--- src/rtl/seq_pkg.sv ---
// Shared types and helpers for the serial pattern transmitter and its golden match model.
package seq_pkg;

  // Transmitter control states
  typedef enum logic [0:0] {
    ST_IDLE  = 1'b0,
    ST_SHIFT = 1'b1
  } state_e;

  localparam int unsigned DEF_WIDTH   = 28;
  localparam int unsigned DEF_PAT_LEN = 3;
  localparam int unsigned MAX_PAT_LEN = 8;
  localparam logic [MAX_PAT_LEN-1:0] DEF_PATTERN = 8'b0000_0101;

  // Width of a length field able to hold 0..width
  function automatic int unsigned len_width(input int unsigned width);
    return $clog2(width + 1);
  endfunction

endpackage

--- src/rtl/seq_match_model.sv ---
// Golden overlapping sequence detector: flags each valid bit that completes PATTERN.
// History and fill count persist across gaps in valid; only reset clears them.
module seq_match_model
  import seq_pkg::*;
#(
  parameter int unsigned        PAT_LEN = DEF_PAT_LEN,
  parameter logic [PAT_LEN-1:0] PATTERN = PAT_LEN'(DEF_PATTERN)
) (
  input  logic clk_i,
  input  logic rst_ni,
  input  logic bit_i,
  input  logic valid_i,
  output logic exp_f_o
);

  // A 1-bit history keeps the vectors legal when PAT_LEN is 1; its content is then unused.
  localparam int unsigned HW = (PAT_LEN > 1) ? PAT_LEN - 1 : 1;
  localparam int unsigned CW = $clog2(PAT_LEN + 1);

  logic [HW-1:0] hist_q, hist_d;
  logic [CW-1:0] cnt_q, cnt_d;
  logic          exp_f_q, exp_f_d;
  logic [HW:0]   window;
  logic          primed;

  // Evaluate the match on the incoming bit and advance history
  always_comb begin
    window  = {hist_q, bit_i};
    primed  = (32'(cnt_q) + 32'd1) >= PAT_LEN;
    hist_d  = hist_q;
    cnt_d   = cnt_q;
    exp_f_d = 1'b0;
    if (valid_i) begin
      exp_f_d = primed && (window[PAT_LEN-1:0] == PATTERN);
      hist_d  = window[HW-1:0];
      if (32'(cnt_q) < PAT_LEN) begin
        cnt_d = cnt_q + CW'(1);
      end
    end
  end

  // History, saturating fill count and registered flag
  always_ff @(posedge clk_i or negedge rst_ni) begin
    if (!rst_ni) begin
      hist_q  <= '0;
      cnt_q   <= '0;
      exp_f_q <= 1'b0;
    end else begin
      hist_q  <= hist_d;
      cnt_q   <= cnt_d;
      exp_f_q <= exp_f_d;
    end
  end

  assign exp_f_o = exp_f_q;

endmodule

--- src/rtl/serial_pattern_tx.sv ---
// Serial stimulus transmitter: shifts loaded words out MSB-first with a registered
// valid, a last-bit DONE pulse and the flag a correct detector must raise per bit.
module serial_pattern_tx
  import seq_pkg::*;
#(
  parameter int unsigned        WIDTH   = DEF_WIDTH,
  parameter int unsigned        PAT_LEN = DEF_PAT_LEN,
  parameter logic [PAT_LEN-1:0] PATTERN = PAT_LEN'(DEF_PATTERN)
) (
  input  logic                         CLK,
  input  logic                         RST_N,
  input  logic                         LOAD_VALID,
  output logic                         LOAD_READY,
  input  logic [WIDTH-1:0]             LOAD_DATA,
  input  logic [len_width(WIDTH)-1:0]  LOAD_LEN,
  output logic                         X,
  output logic                         X_VALID,
  output logic                         EXP_F,
  output logic                         BUSY,
  output logic                         DONE
);

  localparam int unsigned LW = len_width(WIDTH);

  state_e           state_q, state_d;
  logic [WIDTH-1:0] shreg_q, shreg_d;
  logic [LW-1:0]    rem_q, rem_d;
  logic             x_q, x_d;
  logic             xv_q, xv_d;
  logic             done_q, done_d;
  logic             busy_q, busy_d;
  logic             ready_q, ready_d;

  logic             accept;
  logic             go_load;
  logic             go_shift;
  logic [LW-1:0]    len_eff;

  // Next-state, shifter and output decode; rem counts bits still to show including the current one
  always_comb begin
    state_d  = state_q;
    shreg_d  = shreg_q;
    rem_d    = rem_q;
    x_d      = 1'b0;
    xv_d     = 1'b0;
    done_d   = 1'b0;
    go_load  = 1'b0;
    go_shift = 1'b0;

    accept  = LOAD_VALID && ready_q;
    len_eff = ((LOAD_LEN == '0) || (32'(LOAD_LEN) > WIDTH)) ? LW'(WIDTH) : LOAD_LEN;

    case (state_q)
      ST_IDLE: begin
        go_load = accept;
      end
      ST_SHIFT: begin
        if (rem_q == LW'(1)) begin
          if (accept) begin
            go_load = 1'b1;
          end else begin
            state_d = ST_IDLE;
            rem_d   = '0;
          end
        end else begin
          go_shift = 1'b1;
        end
      end
      default: begin
        state_d = ST_IDLE;
        rem_d   = '0;
      end
    endcase

    if (go_load) begin
      state_d = ST_SHIFT;
      x_d     = LOAD_DATA[WIDTH-1];
      xv_d    = 1'b1;
      shreg_d = {LOAD_DATA[WIDTH-2:0], 1'b0};
      rem_d   = len_eff;
      done_d  = (len_eff == LW'(1));
    end else if (go_shift) begin
      x_d     = shreg_q[WIDTH-1];
      xv_d    = 1'b1;
      shreg_d = {shreg_q[WIDTH-2:0], 1'b0};
      rem_d   = rem_q - LW'(1);
      done_d  = (rem_q == LW'(2));
    end

    busy_d  = (state_d == ST_SHIFT);
    ready_d = (state_d == ST_IDLE) || (rem_d == LW'(1));
  end

  // State, shifter and registered outputs; reset aborts any word in flight
  always_ff @(posedge CLK or negedge RST_N) begin
    if (!RST_N) begin
      state_q <= ST_IDLE;
      shreg_q <= '0;
      rem_q   <= '0;
      x_q     <= 1'b0;
      xv_q    <= 1'b0;
      done_q  <= 1'b0;
      busy_q  <= 1'b0;
      ready_q <= 1'b1;
    end else begin
      state_q <= state_d;
      shreg_q <= shreg_d;
      rem_q   <= rem_d;
      x_q     <= x_d;
      xv_q    <= xv_d;
      done_q  <= done_d;
      busy_q  <= busy_d;
      ready_q <= ready_d;
    end
  end

  // Reference detector fed with the bit being registered this edge, so EXP_F lines up with X
  seq_match_model #(
    .PAT_LEN (PAT_LEN),
    .PATTERN (PATTERN)
  ) u_match (
    .clk_i   (CLK),
    .rst_ni  (RST_N),
    .bit_i   (x_d),
    .valid_i (xv_d),
    .exp_f_o (EXP_F)
  );

  assign X          = x_q;
  assign X_VALID    = xv_q;
  assign DONE       = done_q;
  assign BUSY       = busy_q;
  assign LOAD_READY = ready_q;

endmodule

--- config.mk ---
export PLATFORM = sky130hd
export DESIGN_NAME = serial_pattern_tx
export DESIGN_NICKNAME = d
export VERILOG_FILES = /design/src/rtl/seq_pkg.sv /design/src/rtl/seq_match_model.sv /design/src/rtl/serial_pattern_tx.sv
export SDC_FILE = /design/constraint.sdc
export NUM_CORES = 1
export LEC_CHECK = 0
export ABC_AREA = 1
export BUFFER_PORTS_ARGS = -buffer_cell sky130_fd_sc_hd__buf_2
export CORE_MARGIN = 2
export CORE_UTILIZATION = 49
export DETAILED_ROUTE_END_ITERATION = 8
export MAX_ROUTING_LAYER = met4
export PLACE_DENSITY_LB_ADDON = 0.08
export SETUP_SLACK_MARGIN = 0.5
export SYNTH_ARGS = -nofsm -noshare
export SYNTH_HDL_FRONTEND = slang
export SYNTH_HIERARCHICAL = 1
export SYNTH_SLANG_ARGS = --single-unit
--- constraint.sdc ---
create_clock -name CLK -period 1.6 [get_ports CLK]
set_input_delay 0.16 -clock CLK [delete_from_list [all_inputs] [get_ports CLK]]
set_output_delay 0.16 -clock CLK [all_outputs]
set_load 0.02 [all_outputs]
==> results.py, run 1 <==
metrics = {
    "status": {
        "status": "finished, final reports clean",
    },
    "setup_path": {
        "cp_top_family": "buffers and inverters",
        "critPathRequiredTime_ns": 1.81,
        "start_kind": "flop",
        "worstSetupPathType": "flop to flop",
        "critPathArrivalTime_ns": 1.77,
        "path_cells": "inv_2 -> ha_4 -> inv_2 -> nor2_4 -> nand2_4 -> a21oi_4 -> buf_6 -> buf_4 -> buf_8 -> nand2_1 -> o211ai_1",
        "slowest_delay_ns": 0.39,
        "worstPathMaxFanout": 11,
        "cp_slowest_cell": "dfrtp_1",
        "critPathCaptureType": "flop",
        "critPathBufInv": 5,
        "crit_top_cell": "inv_2",
    },
    "route": {
        "avgViaCountPerCell": 4.92,
        "routed_wl_microns": 4550,
        "vias": 1796,
        "drt-pass1-iter-count": 4,
        "ant_nets": 0,
        "wl_per_cell_microns": 12.5,
        "drtIter0Drc": 89,
        "drc": 0,
    },
    "timing": {
        "tns_ns": 0,
        "tightest_slew_ns": 0.529,
        "slew_headroom_pct": 64.7,
        "whs_ns": 0.0763,
        "post-route-period-util_pct": 97.3,
        "rsz0062_at_grt": "yes",
        "slew_viol_final": 0,
        "fmax_ghz": 0.642,
        "period_needed_ns": 1.56,
        "finalSetupViolations": 0,
        "clock_skew_ns": 0.00484,
        "hold_viol": 0,
    },
    "grt": {
        "grt_max_degree": 43,
        "antenna_found_initial": 0,
        "grt_pass1_vias": 1679,
        "grt_usage_pct": 22.0,
        "grt_pass1_wl_microns": 7290,
        "grt-ovfl-total": 0,
    },
    "logic_synthesis": {
        "ys.flop_type": "dfrtp_1",
        "synth_edf_count": 0,
        "ys_ff_latch": 42,
        "syn_area_sq_um": 2060,
        "synth_nets": 294,
        "ys.warnings.count": 6,
        "synth_cells": 253,
        "synth_largest_area_cell": "dfrtp_1",
        "ys_types": 23,
        "async_reset_ff_share_pct": 100,
        "synth.most_common_cell": "nand2_1",
        "netlist.area_leader.share_pct": 49.7,
        "synth_common_cells": "nand2_1 (104), dfrtp_1 (41), inv_1 (31)",
        "syn_avg_cell_area_sq_um": 8.16,
        "synth_area_leaders": "dfrtp_1 (50%), nand2_1 (19%), nand3_1 (5.8%)",
        "ys_seq_area_share_pct": 51.0,
    },
    "placement": {
        "post-dp-hpwl_microns": 3200,
        "place_inst": 349,
        "io_buffers": 41,
        "routabilityCongestion": 0.801,
    },
    "power": {
        "p_per_area_nw_per_um2": 1730,
        "ir_worst_vdd_uv": 923,
        "power.leakage_nw": 1.45,
        "power_mw": 4.77,
    },
    "floorplan": {
        "die_h_microns": 68.9,
        "dieArea_sq_um": 4750,
        "die_w_microns": 68.9,
        "num_rows": 23,
        "start_util_pct": 51.2,
        "io_pins": 42,
        "core_area_sq_um": 4030,
    },
    "finish": {
        "final_cell_count_no_fill": 365,
        "n_fill_cell": 347,
        "syn2layout_area_growth_pct": 33.6,
        "diodes": 0,
        "final_nets": 355,
        "drive_gt1_share_pct": 33.0,
    },
    "cts": {
        "clock-root-buffer": "clkbuf_8",
        "cts-buffers-inserted": 5,
        "cts_tree": "yes",
        "clk_pin_slew_ns": 0.08,
        "cts_buffer_depth": 2,
        "clock_latency_ns": 0.29,
        "h-tree-depth": 2,
        "clock-sinks": 42,
    },
    "min_path": {
        "hp-class": "primary input to flop",
    },
    "job": {
        "drv_cap": 0,
    },
}
==> power breakdown <==
part / total (mW) / internal, mW / leakage, nW / switching [mW]
Sequential: 1.72 / 1.46 / 0.530 / 0.251
Clock: 0.693 / 0.348 / 0.0482 / 0.345
Combinational: 2.36 / 0.996 / 0.867 / 1.36
Total: 4.77 / 2.81 / 1.45 / 1.96
==> cells in the final DEF (no fill, tap or decap), types with 2 or more instances in the layout <==
| master | instances |
|---|---|
| buf_2 | 39 |
| nand3_2 | 4 |
| inv_1 | 28 |
| clkbuf_8 | 6 |
| buf_8 | 2 |
| o221ai_1 | 2 |
| buf_4 | 10 |
| dfrtp_1 | 40 |
| nor2_4 | 2 |
| buf_6 | 7 |
| nand2_2 | 4 |
| nand3_1 | 20 |
| nand2_4 | 9 |
| o21ai_0 | 2 |
| o211ai_1 | 7 |
| nand4_1 | 2 |
| a21oi_4 | 2 |
| inv_2 | 5 |
| nor2_2 | 2 |
| nor2_1 | 3 |
| o21ai_1 | 5 |
| o221ai_2 | 4 |
| ha_1 | 3 |
| nand2_1 | 93 |
==> layout make-up <==
class                           count  area, sq um  share of cell area [%]
Sequential cell                    42         1050                    38.2
Multi-Input combinational cell    170          975                    35.3
Timing Repair Buffer               61          442                    16.0
Inverter                           34          135                    4.90
Clock buffer                        7         86.3                    3.13
Tap cell                           50         62.6                    2.27
Clock inverter                      1         5.00                   0.181
==> per-layer routing <==
metal  GRT usage [%]  wire, microns  up-vias
li1                -              -      927
met1            26.4           2040      833
met2            36.8           2290       31
met3            3.90            153        5
met4            8.82             63        0
met5               -              0        -
==> final timing paths <==
kind | from | slack (ns) | cells past startpoint | end
max | rem_q[1]$_DFF_PN0_ | 0.04 | 11 | shreg_q[17]$_DFFE_PN0P_
max reg2reg | rem_q[1]$_DFF_PN0_ | 0.04 | 11 | shreg_q[17]$_DFFE_PN0P_
max in group asynchronous | RST_N | 0.75 | 3 | BUSY$_DFF_PN0_
min | LOAD_DATA[15] | 0.08 | 3 | shreg_q[16]$_DFFE_PN0P_
min reg2reg | shreg_q[7]$_DFFE_PN0P_ | 0.48 | 2 | shreg_q[7]$_DFFE_PN0P_
min in group asynchronous | RST_N | 0.45 | 3 | shreg_q[21]$_DFFE_PN0P_
==> tightest hold or removal path, stage by stage <==
cell and delay (ns):
buf_2 0.07, nand2_1 0.05, o221ai_2 0.05
==> cells by family after synthesis <==
| group | Yosys count | share of synthesized area, % |
|---|---|---|
| DFF | 42 | 51.0 |
| buffers and inverters | 41 | 8.48 |
| AOI/OAI and AO/OA | 24 | 9.03 |
| adders and majority gates | 5 | 3.03 |
| and+or+nand+nor | 141 | 28.5 |
==> per-stage QoR <==
stage	utilization, %	area (sq um)	setup slack [ns]
global placement	59.9	2410	0.0321
floorplan	-	2100	-0.00617
global route	68.5	2760	-0.0733
finish	68.5	2760	0.0425
detailed placement	59.9	2410	-0.0119
CTS	65.0	2620	0.0285
==> state kept, by name, summed over array words and instances (netlist names) <==
register	cells
DONE	1
LOAD_READY	1
BUSY	1
u_match/cnt_q	2
X	1
shreg_q	27
rem_q	5
u_match/exp_f_o	1
X_VALID	1
u_match/hist_q	2
==> what timing repair did <==
item                       4_1_cts  5_1_grt
hold buffers                     1        0
pin swaps                        5       10
setup endpoints to repair       44       44
cloned                           1        0
hold endpoints to repair        41        0
buffers inserted                 5        1
gates resized for setup         11       36
(Power assumes the default switching activity.)
==> inputs of run 2 (changes only) <==
--- a/config.mk
+++ b/config.mk
@@ -5,7 +5,6 @@
 export SDC_FILE = /design/constraint.sdc
 export NUM_CORES = 1
 export LEC_CHECK = 0
-export ABC_AREA = 1
 export BUFFER_PORTS_ARGS = -buffer_cell sky130_fd_sc_hd__buf_2
 export CORE_MARGIN = 2
 export CORE_UTILIZATION = 49
==> run 2 against run 1 <==
Effect of this change: the flow now finishes with violations (negative setup slack); clock skew up 0.0041 ns; sequential share of layout area fell by 4.5 points; power grew 35%; hold slack better by 0.039 ns; final area increased by 13%; cell count shrank 2.7%; non-clock buffer count grew 24; routed wire length grew 23%; critical path type unchanged; critical endpoint is now LOAD_READY$_DFF_PN1_.
==> results.py, run 2 <==
metrics = {
    "status": {
        "status": "finished, violations left",
        "violations": "negative setup slack",
    },
    "logic_synthesis": {
        "ys_types": 37,
        "muxShareOfSynthArea_pct": 2.03,
        "async_reset_ff_share_pct": 100,
        "ys_seq_area_share_pct": 51.8,
        "synth_xor_area_share_pct": 0.431,
        "synth_edf_count": 0,
        "ys.warnings.count": 6,
        "synth_nets": 267,
        "synth_largest_area_cell": "dfrtp_1",
        "ys_ff_latch": 42,
        "synth_compound_area_share_pct": 14.3,
        "synth-adder-area-share_pct": 3.08,
        "synth_common_cells": "nand2_1 (61), dfrtp_1 (41), nor2_1 (30)",
        "syn_avg_cell_area_sq_um": 8.99,
        "synth.most_common_cell": "nand2_1",
        "ys.flop_type": "dfrtp_1",
        "synth_top_family_by_area": "simple AND/OR/NAND/NOR gates",
        "yosys.area_share.simple_pct": 23.8,
        "synth_cells": 226,
        "synth_area_leaders": "dfrtp_1 (50%), nand2_1 (11%), a31oi_1 (8.0%)",
        "syn_area_sq_um": 2030,
        "netlist.area_leader.share_pct": 50.5,
    },
    "min_path": {
        "min-delay-start": "LOAD_DATA[17]",
        "hp-class": "primary input to flop",
        "hold_depth": 3,
        "holdPathEnd": "shreg_q[18]$_DFFE_PN0P_",
    },
    "timing": {
        "finalSetupViolations": 39,
        "fmax_ghz": 0.492,
        "period_needed_ns": 2.03,
        "slew_headroom_pct": 63.8,
        "fin_ws_ns": -0.431,
        "rsz0062_at_grt": "yes",
        "slew_viol_final": 0,
        "tightest_slew_ns": 0.543,
        "clock_skew_ns": 0.00895,
        "hold_viol": 0,
        "post-route-period-util_pct": 127,
    },
    "cts": {
        "cts_tree": "yes",
        "clock-sinks": 42,
        "clk_pin_slew_ns": 0.08,
        "clock-root-buffer": "clkbuf_8",
        "h-tree-depth": 2,
        "cts-buffers-inserted": 5,
        "cts_buffer_depth": 2,
        "clock_latency_ns": 0.29,
    },
    "grt": {
        "grt_usage_pct": 22.1,
        "antenna_found_initial": 0,
        "grt_max_degree": 43,
        "grt-ovfl-total": 0,
        "grt_pass1_vias": 1730,
        "grt_pass1_wl_microns": 7450,
    },
    "setup_path": {
        "r2r_end": "LOAD_READY$_DFF_PN1_",
        "worstPathMaxFanout": 5,
        "critPathArrivalTime_ns": 2.24,
        "worstSetupPathType": "flop to flop",
        "r2r_start": "rem_q[1]$_DFF_PN0_",
        "critPathCaptureType": "flop",
        "ff2ff_setup_slack_ns": -0.43,
        "critPathRequiredTime_ns": 1.80,
        "start_kind": "flop",
        "reg2regPathDepth": 7,
    },
    "placement": {
        "place_inst": 326,
        "routabilityCongestion": 0.904,
        "io_buffers": 41,
        "post-dp-hpwl_microns": 3010,
    },
    "floorplan": {
        "start_util_pct": 50.8,
        "dieArea_sq_um": 4680,
        "num_rows": 23,
        "die_w_microns": 68.4,
        "core_area_sq_um": 4000,
        "io_pins": 42,
        "die_h_microns": 68.4,
    },
    "route": {
        "routed_wl_microns": 5580,
        "drt-pass1-iter-count": 4,
        "drtIter0Drc": 150,
        "drc": 0,
        "avgViaCountPerCell": 5.41,
        "wl_per_cell_microns": 15.7,
        "ant_nets": 0,
        "vias": 1919,
    },
    "power": {
        "power.leakage_nw": 1.42,
        "ir_worst_vdd_uv": 1170,
        "power_mw": 6.44,
        "p_per_area_nw_per_um2": 2060,
    },
    "finish": {
        "largest_register_ffs": 27,
        "mostFrequentLayoutCells": "nand2_1 (57), dfrtp_1 (41), buf_2 (39), a31oi_1 (22), buf_4 (20)",
        "final_cell_count_no_fill": 355,
        "n_fill_cell": 256,
        "layout_commonest_cell": "nand2_1",
        "top_register": "shreg_q",
        "final_nets": 345,
        "utilization_pct": 78.1,
        "drive_gt1_share_pct": 44.9,
        "top_regs": "shreg_q (27), rem_q (5)",
        "syn2layout_area_growth_pct": 53.7,
        "diodes": 0,
    },
    "job": {
        "drv_cap": 0,
    },
}
## run 2: area by class of cell
class | count | area, sq um | area share [%]
clock buffers | 6 | 72.6 | 2.32
clock inverters | 2 | 37.5 | 1.20
inverters | 8 | 30.0 | 0.962
multi-input cells | 162 | 1140 | 36.5
flip-flops and latches | 42 | 1050 | 33.7
well taps | 50 | 62.6 | 2.00
repair buffers | 85 | 728 | 23.3
## run 2: worst max-delay path by stage
| stage | start | endpoint | slack, ns |
|---|---|---|---|
| floorplan | rem_q[1]$_DFF_PN0_ | LOAD_READY$_DFF_PN1_ | -0.41 |
| global placement | rem_q[1]$_DFF_PN0_ | LOAD_READY$_DFF_PN1_ | -0.45 |
| detailed placement | rem_q[1]$_DFF_PN0_ | LOAD_READY$_DFF_PN1_ | -0.50 |
| CTS | rem_q[1]$_DFF_PN0_ | LOAD_READY$_DFF_PN1_ | -0.44 |
| global route | rem_q[1]$_DFF_PN0_ | LOAD_READY$_DFF_PN1_ | -0.53 |
| finish | rem_q[1]$_DFF_PN0_ | LOAD_READY$_DFF_PN1_ | -0.43 |
## run 2: worst max-delay path, cell delays in order, from the launching register on
cell and delay [ns]:
dfrtp_1 0.39, inv_2 0.08, ha_4 0.12, or4b_4 0.54, a21oi_4 0.16, mux2i_1 0.10, or2_1 0.25, o41ai_2 0.30
## run 2: report_power, final
part | internal, mW | leakage [nW] | switching [mW] | total (mW)
clock | 0.466 | 0.0514 | 0.363 | 0.829
combinational | 2.01 | 0.900 | 1.74 | 3.75
sequential | 1.54 | 0.468 | 0.328 | 1.86
## run 2: timing repair
item	in CTS	in global routing
endpoints found under the hold margin	41	0
setup endpoints to repair	44	44
resized for setup	49	35
pin swaps	7	14
gates cloned	2	3
hold buffers	1	0
setup buffers	9	6
## run 2: per-stage QoR
| step | setup WS, ns | cell area, sq um | setup TNS [ns] | hold slack [ns] |
|---|---|---|---|---|
| floorplan | -0.408 | 2040 | -7.78 | -0.136 |
| global placement | -0.448 | 2410 | -9.25 | 0.261 |
| detailed placement | -0.504 | 2410 | -10.66 | 0.255 |
| CTS | -0.440 | 2810 | -10.12 | 0.0925 |
| global route | -0.531 | 3120 | -15.40 | 0.106 |
| finish | -0.431 | 3120 | -12.52 | 0.115 |
## run 2: logic make-up (layout without fill, tap and decap cells)
logic type | after synthesis | in the layout
AOI/OAI and AO/OA | 43 | 43
and+or+nand+nor | 109 | 109
buffers and inverters | 22 | 101
DFF | 42 | 42
muxes | 4 | 4
adders and majority gates | 5 | 5
xor gates and xnor gates | 1 | 1
## run 2: metal layers
| metal | track usage, % | vias up | share of wire (%) |
|---|---|---|---|
| li1 | - | 925 | - |
| met1 | 27.4 | 934 | 44 |
| met2 | 35.9 | 51 | 51 |
| met3 | 4.44 | 9 | 3.2 |
| met4 | 7.75 | 0 | 1.5 |
| met5 | - | - | 0 |
